<file path="src/rtl/s3g_rx.sv">
// s3g_rx: receive-side framer for the S3G serial packet protocol.
// Hunts for the 0xD5 start byte, captures a length byte, up to MAX_LEN
// payload bytes and a trailing CRC8. It then presents a good packet on 16
// parallel byte outputs until the consumer acknowledges it.
// Ports:
//   clk, rst          clock, synchronous active-high reset
//   rx_data, rx_valid byte stream from the UART receiver (one strobe per byte)
//   packet_ready      a good packet is held on payload_len/buf0..buf15
//   packet_ack        consumer took the packet; clears packet_ready
//   payload_len       length of the held packet
//   buf0..buf15       held payload bytes, zero at and beyond payload_len
//   busy              a packet is in progress
//   crc_err, len_err, timeout, overrun  one-cycle fault pulses
module s3g_rx #(
  parameter int unsigned MAX_LEN = 16,
  parameter int unsigned TIMEOUT = 1000000
) (
  input  logic       clk,
  input  logic       rst,
  input  logic [7:0] rx_data,
  input  logic       rx_valid,
  output logic       packet_ready,
  input  logic       packet_ack,
  output logic [7:0] payload_len,
  output logic [7:0] buf0,
  output logic [7:0] buf1,
  output logic [7:0] buf2,
  output logic [7:0] buf3,
  output logic [7:0] buf4,
  output logic [7:0] buf5,
  output logic [7:0] buf6,
  output logic [7:0] buf7,
  output logic [7:0] buf8,
  output logic [7:0] buf9,
  output logic [7:0] buf10,
  output logic [7:0] buf11,
  output logic [7:0] buf12,
  output logic [7:0] buf13,
  output logic [7:0] buf14,
  output logic [7:0] buf15,
  output logic       busy,
  output logic       crc_err,
  output logic       len_err,
  output logic       timeout,
  output logic       overrun
);

  localparam int unsigned TW = $clog2(TIMEOUT + 1);

  typedef enum logic [1:0] {S_SYNC, S_LEN, S_DATA, S_CRC} state_t;

  state_t          state, state_n;
  logic [7:0]      work  [16];
  logic [7:0]      buf_r [16];
  logic [7:0]      len_r;
  logic [7:0]      crc_r;
  logic [4:0]      cnt;
  logic [TW-1:0]   tmo_cnt;

  logic            load_len, take_data, commit, crc_bad, len_bad, tmo_hit;

  // CRC-8, polynomial x^8+x^2+x+1, MSB first, same as the transmitter.
  function automatic logic [7:0] nextCRC8_D8(input logic [7:0] data,
                                             input logic [7:0] crc);
    logic [7:0] r;
    r = crc ^ data;
    for (int unsigned i = 0; i < 8; i++)
      r = r[7] ? ((r << 1) ^ 8'h07) : (r << 1);
    return r;
  endfunction

  always_ff @(posedge clk) begin
    if (rst) state <= S_SYNC;
    else     state <= state_n;
  end

  always_comb begin
    state_n   = state;
    load_len  = 1'b0;
    take_data = 1'b0;
    commit    = 1'b0;
    crc_bad   = 1'b0;
    len_bad   = 1'b0;
    // Expires on the idle cycle that would bring the count to TIMEOUT;
    // a byte arriving in that cycle wins.
    tmo_hit   = (state != S_SYNC) && !rx_valid && (tmo_cnt == TW'(TIMEOUT - 1));
    case (state)
      S_SYNC: if (rx_valid && rx_data == 8'hD5) state_n = S_LEN;
      S_LEN: if (rx_valid) begin
        if (rx_data > 8'(MAX_LEN)) begin
          len_bad = 1'b1;
          state_n = S_SYNC;
        end else begin
          load_len = 1'b1;
          state_n  = (rx_data == 8'd0) ? S_CRC : S_DATA;
        end
      end
      S_DATA: if (rx_valid) begin
        take_data = 1'b1;
        if ({3'b000, cnt} + 8'd1 == len_r) state_n = S_CRC;
      end
      S_CRC: if (rx_valid) begin
        state_n = S_SYNC;
        if (rx_data == crc_r) commit  = 1'b1;
        else                  crc_bad = 1'b1;
      end
      default: state_n = S_SYNC;
    endcase
    if (tmo_hit) state_n = S_SYNC;
  end

  always_ff @(posedge clk) begin
    if (rst) begin
      len_r        <= '0;
      crc_r        <= '0;
      cnt          <= '0;
      tmo_cnt      <= '0;
      packet_ready <= 1'b0;
      payload_len  <= '0;
      crc_err      <= 1'b0;
      len_err      <= 1'b0;
      timeout      <= 1'b0;
      overrun      <= 1'b0;
      for (int unsigned i = 0; i < 16; i++) begin
        work[i]  <= '0;
        buf_r[i] <= '0;
      end
    end else begin
      crc_err <= crc_bad;
      len_err <= len_bad;
      timeout <= tmo_hit;
      overrun <= commit && packet_ready && !packet_ack;

      if (rx_valid || state == S_SYNC) tmo_cnt <= '0;
      else                             tmo_cnt <= tmo_cnt + 1'b1;

      if (load_len) begin
        len_r <= rx_data;
        cnt   <= '0;
        crc_r <= '0;
        for (int unsigned i = 0; i < 16; i++) work[i] <= '0;
      end

      if (take_data) begin
        work[cnt[3:0]] <= rx_data;
        crc_r          <= nextCRC8_D8(rx_data, crc_r);
        cnt            <= cnt + 5'd1;
      end

      // Commit takes precedence over a same-cycle acknowledge.
      if (commit) begin
        packet_ready <= 1'b1;
        payload_len  <= len_r;
        for (int unsigned i = 0; i < 16; i++) buf_r[i] <= work[i];
      end else if (packet_ack) begin
        packet_ready <= 1'b0;
      end
    end
  end

  always_comb busy = (state != S_SYNC);

  assign buf0  = buf_r[0];
  assign buf1  = buf_r[1];
  assign buf2  = buf_r[2];
  assign buf3  = buf_r[3];
  assign buf4  = buf_r[4];
  assign buf5  = buf_r[5];
  assign buf6  = buf_r[6];
  assign buf7  = buf_r[7];
  assign buf8  = buf_r[8];
  assign buf9  = buf_r[9];
  assign buf10 = buf_r[10];
  assign buf11 = buf_r[11];
  assign buf12 = buf_r[12];
  assign buf13 = buf_r[13];
  assign buf14 = buf_r[14];
  assign buf15 = buf_r[15];

endmodule

</file>
<file path="config.mk">
export PLATFORM = sky130hd
export DESIGN_NAME = s3g_rx
export DESIGN_NICKNAME = d
export VERILOG_FILES = /design/src/rtl/s3g_rx.sv
export SDC_FILE = /design/constraint.sdc
export NUM_CORES = 1
export LEC_CHECK = 0
export ABC_CLOCK_PERIOD_IN_PS = 5800
export BUFFER_PORTS_ARGS = -buffer_cell sky130_fd_sc_hd__buf_2
export CAP_MARGIN = 20
export CORE_UTILIZATION = 61
export DETAILED_ROUTE_END_ITERATION = 8
export PLACE_DENSITY_LB_ADDON = 0.25
export SKIP_CTS_REPAIR_TIMING = 1
export SYNTH_ARGS = -nofsm -noshare
export SYNTH_HDL_FRONTEND = slang
export SYNTH_SLANG_ARGS = --single-unit
</file>
<file path="constraint.sdc">
create_clock -name clk -period 5.8 [get_ports clk]
set_input_delay 0.29 -clock clk [delete_from_list [all_inputs] [get_ports clk]]
set_output_delay 0.29 -clock clk [all_outputs]
set_load 0.03 [all_outputs]
</file>
Yosys cells after proc, flatten, opt, wreduce, memory -nomap -nowiden
Memories as Yosys holds them, arrays and structs flattened.
Cells that the tools add are included.
Widths: inputs -> output; s select.

storage, ports and cells
  memories kept = 2
  bits in registers = 56
  bits of input ports = 12
  logic and storage cells = 170
  RAM bits = 256

memories
  name   words  width  read ports  clocked after Yosys merged registers in  wr ports  line  text
  buf_r  16     8      16          0                                        16        54    logic [7:0] buf_r [16];
  work   16     8      16          0                                        16        53    logic [7:0] work [16];

cells by class
  $add $sub $neg = 3
  reductions and logical operators = 19
  mux-type cells = 78
  magnitude comparators = 1
  bitwise logic cells = 44
  equality and inequality tests = 12

operator list
  kind                   count
  $mux 8                 35
  $or 1x1->1             32
  $mux 1                 25
  $mux 3                 8
  $not 3->3              8
  $add 20x1->20 const B  1
  $eq 20x20->1 const B   1
  $mux 2                 6
  $mux 5                 2
  $ne 2x2->1 const B     5
  $eq 6x8->1             1
  $eq 8x8->1             1
  $eq 8x8->1 const B     1
  $gt 8x5->1 const B     1
  $logic_not 8->1        1
  $pmux 2 s4             1
  $reduce_or 8->1        1
  $xor 8x8->8            1
  $add 5x1->6 const B    1
  $reduce_bool 2->1      3
  $reduce_or 3->1        2
  $add 5x1->5 const B    1
  $logic_and 1x1->1      5
  $reduce_and 5->1       1
  8 further kinds        13

Depth between registers and ports, before layout
  depth after elaboration = 18
  gate-level depth with buffers = 10
  mapped depth without buffers = 8

Worst setup path before layout
Ideal clock, no wire load.

  path type = input port to flip-flop
  start = in rx_data[7]
  end = mem buf_r[0][0], enable pin
  stages = 8
  required time = 5.367 ns
  slack = 2.032 ns
  buffers on the path = 2
  setup time = 0.433 ns
  arrival = 3.335 ns
  cells stage by stage = clkbuf_1 > xnor2_1 > ha_1 > nand3_1 > nor3_1 > and4_1 > buf_2 > or2_2

RTL lines
  what             line  text
  start, declared  20    input logic [7:0] rx_data,
  end, declared    54

==> impl_metrics.env <==
export IMPL_detailedRoute_firstIterationViolations=578
export IMPL_core_rowCount=51
export IMPL_groute_usage_overall_pct=21.7
export IMPL_routed_via_count=7249
export IMPL_sw_frac_of_total_pct=21.1
export IMPL_skew_ns=0.0113
export IMPL_num_nets_final=1048
export IMPL_postSynthRegisterBits=312
export IMPL_drt_drc_violations_left=0
export IMPL_pwr_density_cell_mw_per_mm2=320
export IMPL_clkSlewWorstSetupHoldPaths_ns=0.06
export IMPL_numClockSinks=312
export IMPL_globalRouteOverflowTotal=0
export IMPL_place_inst=1261
export IMPL_drive_gt1_share_pct=21.8
export IMPL_timing_hold_violations_final=0
export IMPL_io_buffers=153
export IMPL_maxSlewHeadroom_pct=24.1
export IMPL_fp_dieW_microns=145
export IMPL_ir_drop_v=0.000236
export IMPL_fin_setup_tns_ns=0
export IMPL_cts_htree_levels=1
export IMPL_synth_yosys_warnings=0
export IMPL_final_max_slew_violation_count=0
export IMPL_cell_internal_pwr_uw=3610
export IMPL_period_share_pct=59.2
export IMPL_clkLatencyLatePin_ns=0.54
export IMPL_finalWeightedCongestion=0.812
export IMPL_final_setup_viol_count=0
export IMPL_startpoint_type="register"
export IMPL_dieArea_sq_mm=0.0209
export IMPL_die_h_microns=145
export IMPL_cp_arrival_ns=3.63
export IMPL_combinationalPowerShare_pct=4.7
export IMPL_antenna_found_initial=0
export IMPL_layout_cells_non_filler=1316
export IMPL_dp_final_hpwl_microns=14400
export IMPL_area_delta_synth_final_pct=15.0
export IMPL_ys_async_sr_fraction_pct=0
export IMPL_layout_filler_cells=1264
export IMPL_result_of_the_run="complete, no violations"
export IMPL_netlist_area_before_placement_sq_mm=0.0124
export IMPL_syn_num_nets=924
export IMPL_detail_route_first_pass_iterations=5
export IMPL_ctsRootBufferMaster="clkbuf_16"
export IMPL_cp_data_required_time_ns=6.00
export IMPL_critPathKind="register to register"
export IMPL_power_share_clock_pct=40.8
export IMPL_clock_tree_buffer_depth=3
export IMPL_netlist_cell_type_count=53
export IMPL_routedWlPerCell_microns=17.3
export IMPL_cts_buffers_inserted=29
export IMPL_max_slew_worst_pin_slew_ns=1.14
export IMPL_type_of_destination_of_the_critical_path="register"
export IMPL_drt_antenna_violating_nets=0
export IMPL_grt_max_degree=81
export IMPL_total_power_uw=4580
export IMPL_p_leak_uw=0.00599
export IMPL_synthesis_instances=904
export IMPL_synth_enable_flop_cells=256
export IMPL_synthFlopType="edfxtp_1"
export IMPL_synth_yosys_seq_area_share_pct=70.9
export IMPL_drt_vias_per_instance=5.51
export IMPL_p_switching_uw=966
export IMPL_grt_pass1_wl_microns=34300
export IMPL_final_period_minus_worst_setup_slack_ns=3.43
export IMPL_unrepaired_setup_endpoints_after_global_routing="no"
export IMPL_hp_class="input pin to register"
export IMPL_largest_fanout_on_the_critical_path=79
export IMPL_max_freq_mhz=291
export IMPL_floorplan_core_area_sq_mm=0.0197
export IMPL_sequentialPowerShare_pct=54.5
export IMPL_max_cap_violations=0
export IMPL_initial_core_util_pct=63.0
export IMPL_antennaDiodeCount=0
export IMPL_post_synth_cell_area_avg_sq_um=13.7
export IMPL_vias_in_the_first_global_route=6542
export IMPL_design_portCount=154
export IMPL_cts_tree="built"
export IMPL_totalWireLength_microns=22700
## logic make-up after synthesis
group / Yosys count / synth area share [%]
AND/OR/NAND/NOR: 409 / 19.1
flip-flops: 312 / 70.9
buffers and inverters: 80 / 2.62
XOR/XNOR: 43 / 3.09
AO/OA/AOI/OAI: 39 / 2.40
multiplexers: 13 / 1.05
adder cells (fa/ha/maj): 8 / 0.806
## critical path, stage by stage, from the launching register on
cell and delay [ns]:
dfxtp_1 0.32, xnor2_1 0.41, ha_1 0.22, nand3_1 0.08, nor3_1 0.27, and4_1 0.62, or2_4 0.67, buf_12 0.40
## per-layer routing
layer  up-vias  track usage [%]  wire length (microns)
met4         0             6.98                    572
met2       276             36.2                  11100
met3        47             3.06                   1520
li1       3460                -                      -
met5         -                0                      0
met1      3466             29.6                   9560
## state kept, by name, summed over array words and instances, names as in the netlist, named ones only
name / count
work: 128
payload_len: 8
timeout: 1
crc_r: 8
tmo_cnt: 20
packet_ready: 1
crc_err: 1
len_r: 8
len_err: 1
state: 1
overrun: 1
buf_r: 128
cnt: 5
## through the flow
| step | area [sq um] | utilization (%) | hold WS (ns) | setup WS, ns |
|---|---|---|---|---|
| 6_report | 14300 | 72.4 | 0.0671 | 2.37 |
| 5_1_grt | 14300 | 72.4 | 0.0868 | 2.09 |
| 4_1_cts | 14300 | 72.3 | 0.0538 | 2.36 |
| 3_5_place_dp | 13300 | 67.5 | 0.452 | 2.10 |
| 3_3_place_gp | 13300 | 67.5 | 0.445 | 2.13 |
| 2_1_floorplan | 12400 | - | 0.430 | 2.03 |
## Yosys cell counts (2+ instances only)
| master | number | share of area (%) |
|---|---|---|
| a211oi_1 | 2 | 0.12 |
| o21ai_0 | 2 | 0.081 |
| nor3b_1 | 4 | 0.24 |
| inv_1 | 11 | 0.33 |
| or3_1 | 4 | 0.20 |
| nor2_4 | 2 | 0.18 |
| mux2i_1 | 13 | 1.0 |
| buf_2 | 6 | 0.24 |
| xor2_1 | 14 | 0.99 |
| o41ai_1 | 2 | 0.14 |
| a21bo_2 | 8 | 0.64 |
| nor4_1 | 4 | 0.20 |
| nor3_1 | 8 | 0.32 |
| xnor2_1 | 28 | 2.0 |
| nor2b_1 | 51 | 2.6 |
| and3_1 | 126 | 6.3 |
| nand4b_1 | 3 | 0.21 |
| ha_1 | 8 | 0.81 |
| nand2b_1 | 4 | 0.20 |
| a22oi_1 | 6 | 0.36 |
| a31oi_1 | 2 | 0.10 |
| nor2_1 | 58 | 1.8 |
| edfxtp_1 | 256 | 62 |
| and4_1 | 2 | 0.14 |
| clkbuf_2 | 5 | 0.20 |
| and2_1 | 89 | 4.5 |
| clkbuf_1 | 56 | 1.7 |
| dfxtp_1 | 56 | 9.0 |
| nand4_1 | 2 | 0.10 |
| nand3_1 | 12 | 0.48 |
| a21oi_1 | 9 | 0.36 |
| nand2_1 | 30 | 0.91 |
## cell usage in the layout (no fill, tap or decap), types with 11 or more instances in the layout
cell type  synthesis  layout
xor2_1            14      14
xnor2_1           28      28
edfxtp_1         256     256
buf_2              6     153
and2_1            89      89
dfxtp_1           56      56
inv_1             11      11
and3_1           126     125
mux2i_1           13      13
nand2_1           30      30
nand3_1           12      12
nor2b_1           51      51
clkbuf_16          0      29
nor2_1            58      57
## power groups by stage
stage | Combinational (uW) | Clock [uW] | Sequential [uW]
after floorplan | 77.3 | 0 | 2610
after global placement | 213 | 0 | 2540
after detailed placement | 216 | 0 | 2540
after CTS | 217 | 1890 | 2490
after global routing | 231 | 1970 | 2500
final | 215 | 1870 | 2490
## final timing paths
| path | start | end | slack, ns | depth (start not counted) |
|---|---|---|---|---|
| worst max-delay path | crc_r[6] | buf_r[1][21] | 2.37 | 7 |
| worst min-delay path | packet_ack | packet_ready | 0.07 | 4 |
| worst max register to register | crc_r[6] | buf_r[1][21] | 2.37 | 7 |
| worst min register to register | tmo_cnt[0] | tmo_cnt[0] | 0.46 | 1 |
## layout make-up
class                           count  area (sq um)  area share, %
Clock buffer                       35           768           5.38
Clock inverter                     19           188           1.31
Inverter                           11          41.3          0.289
Multi-Input combinational cell    512          3290           23.0
Sequential cell                   312          8810           61.7
Tap cell                          265           332           2.32
Timing Repair Buffer              162           858           6.01
Power figures use the tool's default switching activity.
